[config.mk]
export PLATFORM = sky130hd
export DESIGN_NAME = mem_port_arbiter_flat
export DESIGN_NICKNAME = d
export VERILOG_FILES = /design/src/rtl/mem_pkg.sv /design/src/rtl/mem_port_arbiter_pkg.sv /design/src/rtl/mem_port_arbiter_if.sv /design/src/rtl/arb_rr_pick.sv /design/src/rtl/mem_port_arbiter.sv /design/src/flat_wrapper.sv
export SDC_FILE = /design/constraint.sdc
export NUM_CORES = 1
export LEC_CHECK = 0
export ABC_AREA = 1
export BUFFER_PORTS_ARGS = -buffer_cell sky130_fd_sc_hd__buf_4
export CAP_MARGIN = 20
export CORE_AREA = 4 4 121 123
export CTS_BUF_LIST = sky130_fd_sc_hd__clkbuf_8
export DETAILED_ROUTE_END_ITERATION = 8
export DIE_AREA = 0 0 125 127
export PLACE_DENSITY = 0.43
export SYNTH_ARGS = -nofsm -noshare
export SYNTH_HDL_FRONTEND = slang
export SYNTH_SLANG_ARGS = --single-unit
[constraint.sdc]
create_clock -name clk -period 1.4 [get_ports clk]
set_input_delay 0.21 -clock clk [delete_from_list [all_inputs] [get_ports clk]]
set_output_delay 0.21 -clock clk [all_outputs]
set_load 0.01 [all_outputs]
[src/rtl/mem_pkg.sv]
// Memory-side types shared by memory clients and arbiters.
package mem_pkg;

  typedef enum logic [1:0] {
    MEM_ACCESS_BYTE = 2'd0,
    MEM_ACCESS_HALF = 2'd1,
    MEM_ACCESS_WORD = 2'd2
  } mem_access_t;

  typedef logic [3:0] mem_exception_mask_t;

endpackage

[src/rtl/mem_port_arbiter_pkg.sv]
// Types for the two-requester memory port arbiter.
package mem_port_arbiter_pkg;

  typedef enum logic [1:0] {
    S_IDLE = 2'd0,
    S_OWN0 = 2'd1,
    S_OWN1 = 2'd2
  } arb_state_t;

  typedef enum logic {
    ARB_M0 = 1'b0,
    ARB_M1 = 1'b1
  } arb_id_t;

endpackage

[src/rtl/mem_port_arbiter_if.sv]
// Requester-side bundle of the memory port arbiter.
interface mem_port_arbiter_if;
  import mem_pkg::*;

  logic                req;
  logic                lock;
  logic [31:0]         addr;
  logic [31:0]         wr_data;
  logic                wr_ena;
  mem_access_t         access;
  logic                gnt;
  logic                rd_valid;
  logic [31:0]         rd_data;
  mem_exception_mask_t exception;

  modport master (
    output req, lock, addr, wr_data, wr_ena, access,
    input  gnt, rd_valid, rd_data, exception
  );

  modport slave (
    input  req, lock, addr, wr_data, wr_ena, access,
    output gnt, rd_valid, rd_data, exception
  );

endinterface

[src/rtl/arb_rr_pick.sv]
// Two-way winner select: round-robin on last grant, or m0-first.
module arb_rr_pick
  import mem_port_arbiter_pkg::*;
#(
  parameter int RR_EN = 1
) (
  input  logic    i_req0,
  input  logic    i_req1,
  input  arb_id_t i_last,
  output logic    o_pick0,
  output logic    o_pick1
);

  logic w_m1_first;

  assign w_m1_first = (RR_EN != 0) && (i_last == ARB_M0);
  assign o_pick0    = i_req0 && !(i_req1 && w_m1_first);
  assign o_pick1    = i_req1 && !(i_req0 && !w_m1_first);

endmodule

[src/rtl/mem_port_arbiter.sv]
// Core/DMA memory port arbiter with lock ownership.
// Define MEM_PORT_ARBITER_STATS_EN for grant/contention counters.
module mem_port_arbiter
  import mem_pkg::*;
  import mem_port_arbiter_pkg::*;
#(
  parameter int RR_EN = 1
) (
  input  logic                clk,
  input  logic                rst,
  mem_port_arbiter_if.slave   m0,
  mem_port_arbiter_if.slave   m1,
  output logic [31:0]         mem_addr,
  output logic [31:0]         mem_wr_data,
  output logic                mem_wr_ena,
  output mem_access_t         mem_access,
  input  logic [31:0]         mem_rd_data,
  input  mem_exception_mask_t mem_exception
`ifdef MEM_PORT_ARBITER_STATS_EN
  ,
  output logic [31:0]         grants0,
  output logic [31:0]         grants1,
  output logic [31:0]         contention_cycles
`endif
);

  arb_state_t r_state;
  arb_id_t    r_last;
  logic       r_pend0;
  logic       r_pend1;
  logic       r_pend_lock;

  logic w_pick0, w_pick1;
  logic w_gnt0, w_gnt1;
  logic w_rv0, w_rv1;
  logic w_exc_abort;

  arb_rr_pick #(.RR_EN(RR_EN)) u_pick (
    .i_req0  (m0.req),
    .i_req1  (m1.req),
    .i_last  (r_last),
    .o_pick0 (w_pick0),
    .o_pick1 (w_pick1)
  );

  always_comb begin
    w_gnt0 = 1'b0;
    w_gnt1 = 1'b0;
    unique case (r_state)
      S_IDLE: begin
        w_gnt0 = w_pick0;
        w_gnt1 = w_pick1;
      end
      S_OWN0:  w_gnt0 = m0.req;
      S_OWN1:  w_gnt1 = m1.req;
      default: ;
    endcase
    if (rst) begin
      w_gnt0 = 1'b0;
      w_gnt1 = 1'b0;
    end
  end

  // A faulting access inside an atomic sequence breaks the lock.
  assign w_exc_abort = r_pend_lock && (mem_exception != '0);

  always_ff @(posedge clk or posedge rst) begin
    if (rst) begin
      r_state     <= S_IDLE;
      r_last      <= ARB_M1;
      r_pend0     <= 1'b0;
      r_pend1     <= 1'b0;
      r_pend_lock <= 1'b0;
    end else begin
      r_pend0     <= w_gnt0;
      r_pend1     <= w_gnt1;
      r_pend_lock <= (w_gnt0 && m0.lock) ||
                     (w_gnt1 && m1.lock);
      if (w_gnt0)
        r_last <= ARB_M0;
      else if (w_gnt1)
        r_last <= ARB_M1;
      if (w_exc_abort) begin
        r_state <= S_IDLE;
      end else begin
        unique case (r_state)
          S_IDLE: begin
            if (w_gnt0 && m0.lock)
              r_state <= S_OWN0;
            else if (w_gnt1 && m1.lock)
              r_state <= S_OWN1;
          end
          S_OWN0:  r_state <= m0.lock ? S_OWN0 : S_IDLE;
          S_OWN1:  r_state <= m1.lock ? S_OWN1 : S_IDLE;
          default: r_state <= S_IDLE;
        endcase
      end
    end
  end

  always_comb begin
    mem_addr    = '0;
    mem_wr_data = '0;
    mem_wr_ena  = 1'b0;
    mem_access  = MEM_ACCESS_WORD;
    if (w_gnt0) begin
      mem_addr    = m0.addr;
      mem_wr_data = m0.wr_data;
      mem_wr_ena  = m0.wr_ena;
      mem_access  = m0.access;
    end else if (w_gnt1) begin
      mem_addr    = m1.addr;
      mem_wr_data = m1.wr_data;
      mem_wr_ena  = m1.wr_ena;
      mem_access  = m1.access;
    end
  end

  assign w_rv0 = r_pend0 && !rst;
  assign w_rv1 = r_pend1 && !rst;

  assign m0.gnt       = w_gnt0;
  assign m0.rd_valid  = w_rv0;
  assign m0.rd_data   = w_rv0 ? mem_rd_data : '0;
  assign m0.exception = w_rv0 ? mem_exception : '0;

  assign m1.gnt       = w_gnt1;
  assign m1.rd_valid  = w_rv1;
  assign m1.rd_data   = w_rv1 ? mem_rd_data : '0;
  assign m1.exception = w_rv1 ? mem_exception : '0;

`ifdef MEM_PORT_ARBITER_STATS_EN
  always_ff @(posedge clk or posedge rst) begin
    if (rst) begin
      grants0           <= '0;
      grants1           <= '0;
      contention_cycles <= '0;
    end else begin
      if (w_gnt0)
        grants0 <= grants0 + 32'd1;
      if (w_gnt1)
        grants1 <= grants1 + 32'd1;
      if (m0.req && m1.req)
        contention_cycles <= contention_cycles + 32'd1;
    end
  end
`endif

endmodule

[src/flat_wrapper.sv]
// flat-port wrapper written by rule: the top's interface ports become plain ports
module mem_port_arbiter_flat import mem_pkg::*; import mem_port_arbiter_pkg::*;
#(
  parameter int RR_EN = 1
)
  (clk, rst, mem_addr, mem_wr_data, mem_wr_ena, mem_access, mem_rd_data, mem_exception, m0_req, m0_lock, m0_addr, m0_wr_data, m0_wr_ena, m0_access, m0_gnt, m0_rd_valid, m0_rd_data, m0_exception, m1_req, m1_lock, m1_addr, m1_wr_data, m1_wr_ena, m1_access, m1_gnt, m1_rd_valid, m1_rd_data, m1_exception);
  mem_port_arbiter_if m0_i ();
  mem_port_arbiter_if m1_i ();
  input  logic clk;
  input  logic rst;
  output logic [31:0] mem_addr;
  output logic [31:0] mem_wr_data;
  output logic mem_wr_ena;
  output mem_access_t mem_access;
  input  logic [31:0] mem_rd_data;
  input  mem_exception_mask_t mem_exception;
  input wire logic [$bits(m0_i.req)-1:0] m0_req;
  input wire logic [$bits(m0_i.lock)-1:0] m0_lock;
  input wire logic [$bits(m0_i.addr)-1:0] m0_addr;
  input wire logic [$bits(m0_i.wr_data)-1:0] m0_wr_data;
  input wire logic [$bits(m0_i.wr_ena)-1:0] m0_wr_ena;
  input wire logic [$bits(m0_i.access)-1:0] m0_access;
  output wire logic [$bits(m0_i.gnt)-1:0] m0_gnt;
  output wire logic [$bits(m0_i.rd_valid)-1:0] m0_rd_valid;
  output wire logic [$bits(m0_i.rd_data)-1:0] m0_rd_data;
  output wire logic [$bits(m0_i.exception)-1:0] m0_exception;
  input wire logic [$bits(m1_i.req)-1:0] m1_req;
  input wire logic [$bits(m1_i.lock)-1:0] m1_lock;
  input wire logic [$bits(m1_i.addr)-1:0] m1_addr;
  input wire logic [$bits(m1_i.wr_data)-1:0] m1_wr_data;
  input wire logic [$bits(m1_i.wr_ena)-1:0] m1_wr_ena;
  input wire logic [$bits(m1_i.access)-1:0] m1_access;
  output wire logic [$bits(m1_i.gnt)-1:0] m1_gnt;
  output wire logic [$bits(m1_i.rd_valid)-1:0] m1_rd_valid;
  output wire logic [$bits(m1_i.rd_data)-1:0] m1_rd_data;
  output wire logic [$bits(m1_i.exception)-1:0] m1_exception;
  assign m0_i.req = m0_req;
  assign m0_i.lock = m0_lock;
  assign m0_i.addr = m0_addr;
  assign m0_i.wr_data = m0_wr_data;
  assign m0_i.wr_ena = m0_wr_ena;
  assign m0_i.access = m0_access;
  assign m0_gnt = m0_i.gnt;
  assign m0_rd_valid = m0_i.rd_valid;
  assign m0_rd_data = m0_i.rd_data;
  assign m0_exception = m0_i.exception;
  assign m1_i.req = m1_req;
  assign m1_i.lock = m1_lock;
  assign m1_i.addr = m1_addr;
  assign m1_i.wr_data = m1_wr_data;
  assign m1_i.wr_ena = m1_wr_ena;
  assign m1_i.access = m1_access;
  assign m1_gnt = m1_i.gnt;
  assign m1_rd_valid = m1_i.rd_valid;
  assign m1_rd_data = m1_i.rd_data;
  assign m1_exception = m1_i.exception;
  mem_port_arbiter #(.RR_EN(RR_EN)) u_core (.clk(clk), .rst(rst), .m0(m0_i), .m1(m1_i), .mem_addr(mem_addr), .mem_wr_data(mem_wr_data), .mem_wr_ena(mem_wr_ena), .mem_access(mem_access), .mem_rd_data(mem_rd_data), .mem_exception(mem_exception));
endmodule
After elaboration in Yosys (flattened, before gate mapping). Cells that the tools add are included.

Memories kept: 0. Register bits after elaboration: 6. Output and inout bits: 143. Bits in latches: 0. RAM bits: 0. Input bits: 176. Word-level logic and storage cells: 49. ROM bits: 0.

Shifts and indexed selects: 0. Reduce and logical (&&, ||, !) cells: 16. $add $sub $neg: 0. Multiply operators: 0. Magnitude comparators: 0. Equal/unequal tests: 3. Multiplexer cells: 24. Bitwise operators: 1. Div/mod/pow operators: 0.

Operators by type and width (number): two-way mux 32 bit (6); two-way mux 2 bit (6); logical AND 1 bit (9); two-way mux 4 bit (2); two-way mux 1 bit (7); one-hot mux 2 bit (3 select lines) (1); != test 4 x 1 -> 1 bit (second input constant) (1); one-hot mux 1 bit (2 select lines) (2); nonzero test 4 bit (1); zero test 1 bit (3); == test 2 x 1 -> 1 bit (second input constant) (1); == test 2 bit (second input constant) (1); zero test 2 bit (1); nonzero test 2 bit (1); logical OR 1 bit (1); NOT 1 bit (1).

Logic depth before layout (Yosys ltp).
Depth after elaboration: 10. Gate-level depth with buffers: 9. Depth with buffers taken out: 7.

Cells and area by module. From an unflattened synthesis, not the netlist that was laid out.

Cells, all modules: 384. Area total of the unflattened synthesis: 1891.8 um2.

By module, submodules not included: mem_port_arbiter (area an instance 1864.3 um2, cells each 380, sequential area each 151.4 um2, times used 1); arb_rr_pick (area an instance 27.5 um2, cells each 4, sequential area each 0.0 um2, times used 1).

Worst setup path before layout. OpenSTA, ideal clock, no wires.

Path type: register -> output. Start point: register u_core.r_last. End point: output mem_addr[24]. Data required time: 1.190 ns. Arrival: 1.184 ns. Setup slack: 0.006 ns. Cell stages (with the launch flop): 8. Path buffers: 2. Cells stage by stage: dfstp_2 -> nand3b_1 -> nand2_2 -> inv_2 -> buf_6 -> buf_8 -> nand2_2 -> nand2_1.

Longest elaborated chain between the ends: 7. Elaborated cells on any way between the ends: 13. Classes of those cells: mux: 6; bitwise: 1; reduce/logical: 6.

RTL lines: start: declaration (RTL line mem_port_arbiter.sv:28) `arb_id_t r_last;`; start signal: assignment (RTL line mem_port_arbiter.sv:70) `r_last <= ARB_M1;`; start signal: assignment (RTL line mem_port_arbiter.sv:80) `r_last <= ARB_M0;`; start signal: assignment (RTL line mem_port_arbiter.sv:82) `r_last <= ARB_M1;`; logical AND 1 bit or NOT 1 bit (tied branches) (RTL line arb_rr_pick.sv:18, arb_rr_pick.sv:16); zero test 1 bit or logical AND 1 bit (tied branches) (RTL line arb_rr_pick.sv:18, arb_rr_pick.sv:17); logical AND 1 bit or zero test 1 bit (tied branches) (RTL line arb_rr_pick.sv:18, arb_rr_pick.sv:17); one-hot mux 1 bit (2 select lines) or logical AND 1 bit (tied branches) (RTL line mem_port_arbiter.sv:49, arb_rr_pick.sv:17); two-way mux 1 bit or one-hot mux 1 bit (2 select lines) (tied branches) (RTL line mem_port_arbiter.sv:58, mem_port_arbiter.sv:49); two-way mux 32 bit or two-way mux 1 bit (tied branches) (RTL line mem_port_arbiter.sv:111, mem_port_arbiter.sv:58); two-way mux 32 bit * (RTL line mem_port_arbiter.sv:106) `if (w_gnt0) begin`; end: declaration (RTL line flat_wrapper.sv:11) `output logic [31:0] mem_addr;`.

Mark *: on every way between the ends. The rest lies on a longest branch, timed or not.

Worst setup path after layout.
Start point: register u_core.r_last. End point: output mem_wr_data[31].

Longest elaborated chain between the ends: 7. Elaborated cells on any way between the ends: 13. Classes of those cells: mux: 6; bitwise: 1; reduce/logical: 6.

RTL lines: logical AND 1 bit or NOT 1 bit (tied branches) (RTL line arb_rr_pick.sv:18, arb_rr_pick.sv:16); zero test 1 bit or logical AND 1 bit (tied branches) (RTL line arb_rr_pick.sv:18, arb_rr_pick.sv:17); logical AND 1 bit or zero test 1 bit (tied branches) (RTL line arb_rr_pick.sv:18, arb_rr_pick.sv:17); one-hot mux 1 bit (2 select lines) or logical AND 1 bit (tied branches) (RTL line mem_port_arbiter.sv:49, arb_rr_pick.sv:17); two-way mux 1 bit or one-hot mux 1 bit (2 select lines) (tied branches) (RTL line mem_port_arbiter.sv:58, mem_port_arbiter.sv:49); two-way mux 32 bit or two-way mux 1 bit (tied branches) (RTL line mem_port_arbiter.sv:111, mem_port_arbiter.sv:58); two-way mux 32 bit * (RTL line mem_port_arbiter.sv:106); end: declaration (RTL line flat_wrapper.sv:12) `output logic [31:0] mem_wr_data;`.

Marks and branches as above.

==> impl_results.md <==
- Crit path DAT: 1.55 ns
- CP Class: flop to primary output
- Post-Syn Area: approximately 1700 sq um
- Fmax: 0.5679 GHz
- P&R area growth vs syn: 204.8%
- Total CTS buffers: 3
- CTS sink cnt: 6
- Pwr/cell area: about 640 nW/um^2
- Routed wire length: approximately 12000 microns
- Clock skew: roughly 0.0022 ns
- Largest net degree at the start of global routing: 38
- GRT overflow: 0
- Inst Count DP: ~860
- Core Rows: 43
- Warnings, synthesis: 0
- Post-Syn Instances: 368
- Ordered list of cells on the worst path: nand3b_1, nand2_2, clkinv_4, buf_12, clkbuf_16, nand2_2, nand2_2, buf_6
- Failing checks: negative setup slack
- Final setup violation count: 69
- Synth top area share: a little over two fifths
- Final Critical Period: 1.761 ns
- Fin. max-slew vios: 0
- P_int: around 1900 uW
- Net Sw Frac: between 40% and 50%
- Vias in the first global route: 3285
- Flop2flop setup slack: 0.11 ns
- Synth Area per Inst: roughly 4.5 sq um
- Gr usage total: approximately 13%
- Switching power: 1332 uW
- Vias: roughly 3400
- Measured slew at the worst slew-check pin: 0.2211 ns
- DR pass1 iterations: 4
- Clk root buf: clkbuf_8
- # port buffers: ~320
- Final ANT Viol Nets: 0
- Antenna violations before repair: 0
- Share of layout cells above drive strength 1: between 60% and 70%
- CP Capture Type: primary output
- Drt wl/cell: around 13 microns
- GPL Wtd Cong: roughly 0.86
- Vias/cell: 3.817
- Area contributors post-synth: nand2_1 (44%), nor2_1 (17%), inv_1 (9.3%)
- First-pass GRT wire length: ~17000 microns
- Clock power share: 8.2%
- Reg2Reg Capture Point: u_core.r_state[0]
- Worst r2r src: u_core.r_last
- Design Area, Final: just over 5000 sq um
- Setup WS pre-CTS: -0.1715 ns
- CP most frequent cell: nand2_2
- Power after layout: 3223 uW
- Core Region: 13670 sq um
- Initial cell density of the core: 12.14%
- I/O pins: 319
- Worst slew margin: between 80% and 90%
- Placed Area: 4300 sq um
- Final worst-path cycle share: 125.8%
- Final Hold Fails: 0
- Sequential-to-total area share from yosys stat: a little under a tenth
- Crit path max fanout: 5
- Flop pwr share: roughly 7.4%
- Commonest non-fill, non-tap cell in the layout: buf_4
- Most frequent cells in the layout: buf_4 (302), nand2_1 (136), nor2_1 (75)
- Synth unique cells: 17
- DIE AREA: approximately 16000 sq um
- Critical path's slowest cell: dfstp_2
- Final WS setup: -0.3607 ns
- Antenna diode count: 0
- Die Span X: about 130 microns
- Register clock-pin slew on the reported worst setup and hold paths: 0.04 ns
- Max clock buf depth: 2
- Skew-Pair Late Insertion Delay: 0.22 ns
- Outcome: complete, but fails checks
- MaxCap Viol Count: 0
- Reg2Reg Depth: 7
- First DRT Iteration DRCs: 74
- Gate power share: between 80% and 90%
- H-tree depth: 1
- Critical path data required time: between 1 and 1.5 ns
- DRC: 0
- Max VDD drop: around 230 uV
- CP max stage delay: around 0.52 ns
- HPWL Detailed: approximately 9400 microns
- Net count after synthesis: between 500 and 600
- CTS tree: yes
- Fin cells: a little under 900
- Leading area contributor after synthesis: nand2_1
- Hold/Removal Path Class: primary input to async pin
- RSZ-0062 raised after global routing: true
- Nets: ~880
- Leakage dissipation: about 0.0031 uW
- Element type at the critical path start: flop
- Chip Height: around 130 microns
- FF+latch count, synth: 6
-- kinds of logic after synthesis --
kind of cell / Yosys count / synth area share (%)
compound gates: 3 / 0.9801
simple gates: 294 / 70.44
buf+inv: 65 / 19.46
flops: 6 / 9.125
-- power by group through the flow --
stage / clock, uW / combinational (uW) / sequential [uW]
after floorplan: 0 / 894 / 237
after global placement: 0 / 2070 / 239
after detailed placement: 0 / 2070 / 243
after CTS: 275 / 2540 / 238
after global routing: 280 / 2930 / 244
final: 264 / 2720 / 240
-- repair_timing --
| action | 4_1_cts | 5_1_grt |
|---|---|---|
| pin swaps | 2 | 13 |
| resized for setup | 51 | 79 |
| endpoints found under the setup margin | 69 | 72 |
| hold buffers | 1 | 0 |
| hold endpoints to repair | 2 | 0 |
| gates cloned | 4 | 5 |
| setup buffers | 16 | 1 |
-- sequential cells by signal, summed over array words and instances (netlist names) --
name	cells
u_core.r_state	2
u_core.r_last	1
u_core.r_pend0	1
u_core.r_pend1	1
u_core.r_pend_lock	1
-- worst max-delay path by stage --
stage | startpoint | endpoint | slack (ns)
after CTS | u_core.r_last | mem_addr[3] | -0.38
after detailed placement | u_core.r_last | mem_addr[15] | -0.17
after global placement | u_core.r_last | mem_addr[15] | -0.14
after global routing | u_core.r_state[0] | mem_wr_data[16] | -0.45
final | u_core.r_last | mem_wr_data[31] | -0.36
after floorplan | u_core.r_last | mem_addr[24] | 0.006
-- through the flow --
| step | TNS [ns] | utilization (%) | hold slack, ns |
|---|---|---|---|
| 2_1_floorplan | 0 | - | 0.03119 |
| 3_3_place_gp | -6.243 | 31.47 | 0.1688 |
| 3_5_place_dp | -7.923 | 31.47 | 0.1697 |
| 4_1_cts | -24.54 | 34.99 | 0.09018 |
| 5_1_grt | -27.53 | 37.01 | 0.1200 |
| 6_report | -21.78 | 37.01 | 0.08849 |
-- critical path: cells and delay by family, from the launching register on --
| family | cells | cell delay, ns |
|---|---|---|
| buf+inv | 4 | 0.47 |
| flops | 1 | 0.52 |
| simple gates | 4 | 0.34 |
-- Yosys cell counts --
library cell / number
a21oi_1: 1
o22ai_1: 1
dfrtp_1: 5
o21ai_0: 1
nand3b_1: 1
buf_8: 1
nand2_2: 15
nand2_1: 194
dfstp_2: 1
nand4_1: 1
nand3_1: 5
inv_2: 4
inv_1: 41
nor2_1: 76
buf_6: 7
nor2_4: 2
buf_2: 12
-- layout make-up --
class	count	area (sq um)
Fill cell	1482	8608
Timing Repair Buffer	355	3017
Multi-Input combinational cell	297	1438
Tap cell	180	225.2
Inverter	45	181.4
Sequential cell	6	151.4
Clock buffer	3	41.29
Clock inverter	1	3.754
-- routing by layer --
metal | share of wire (%) | track usage [%]
met5 | 0 | 0
met4 | 1.7 | 3.699
met3 | 8.1 | 3.470
met2 | 55 | 25.25
met1 | 35 | 13.62
(Power assumes the default switching activity.)
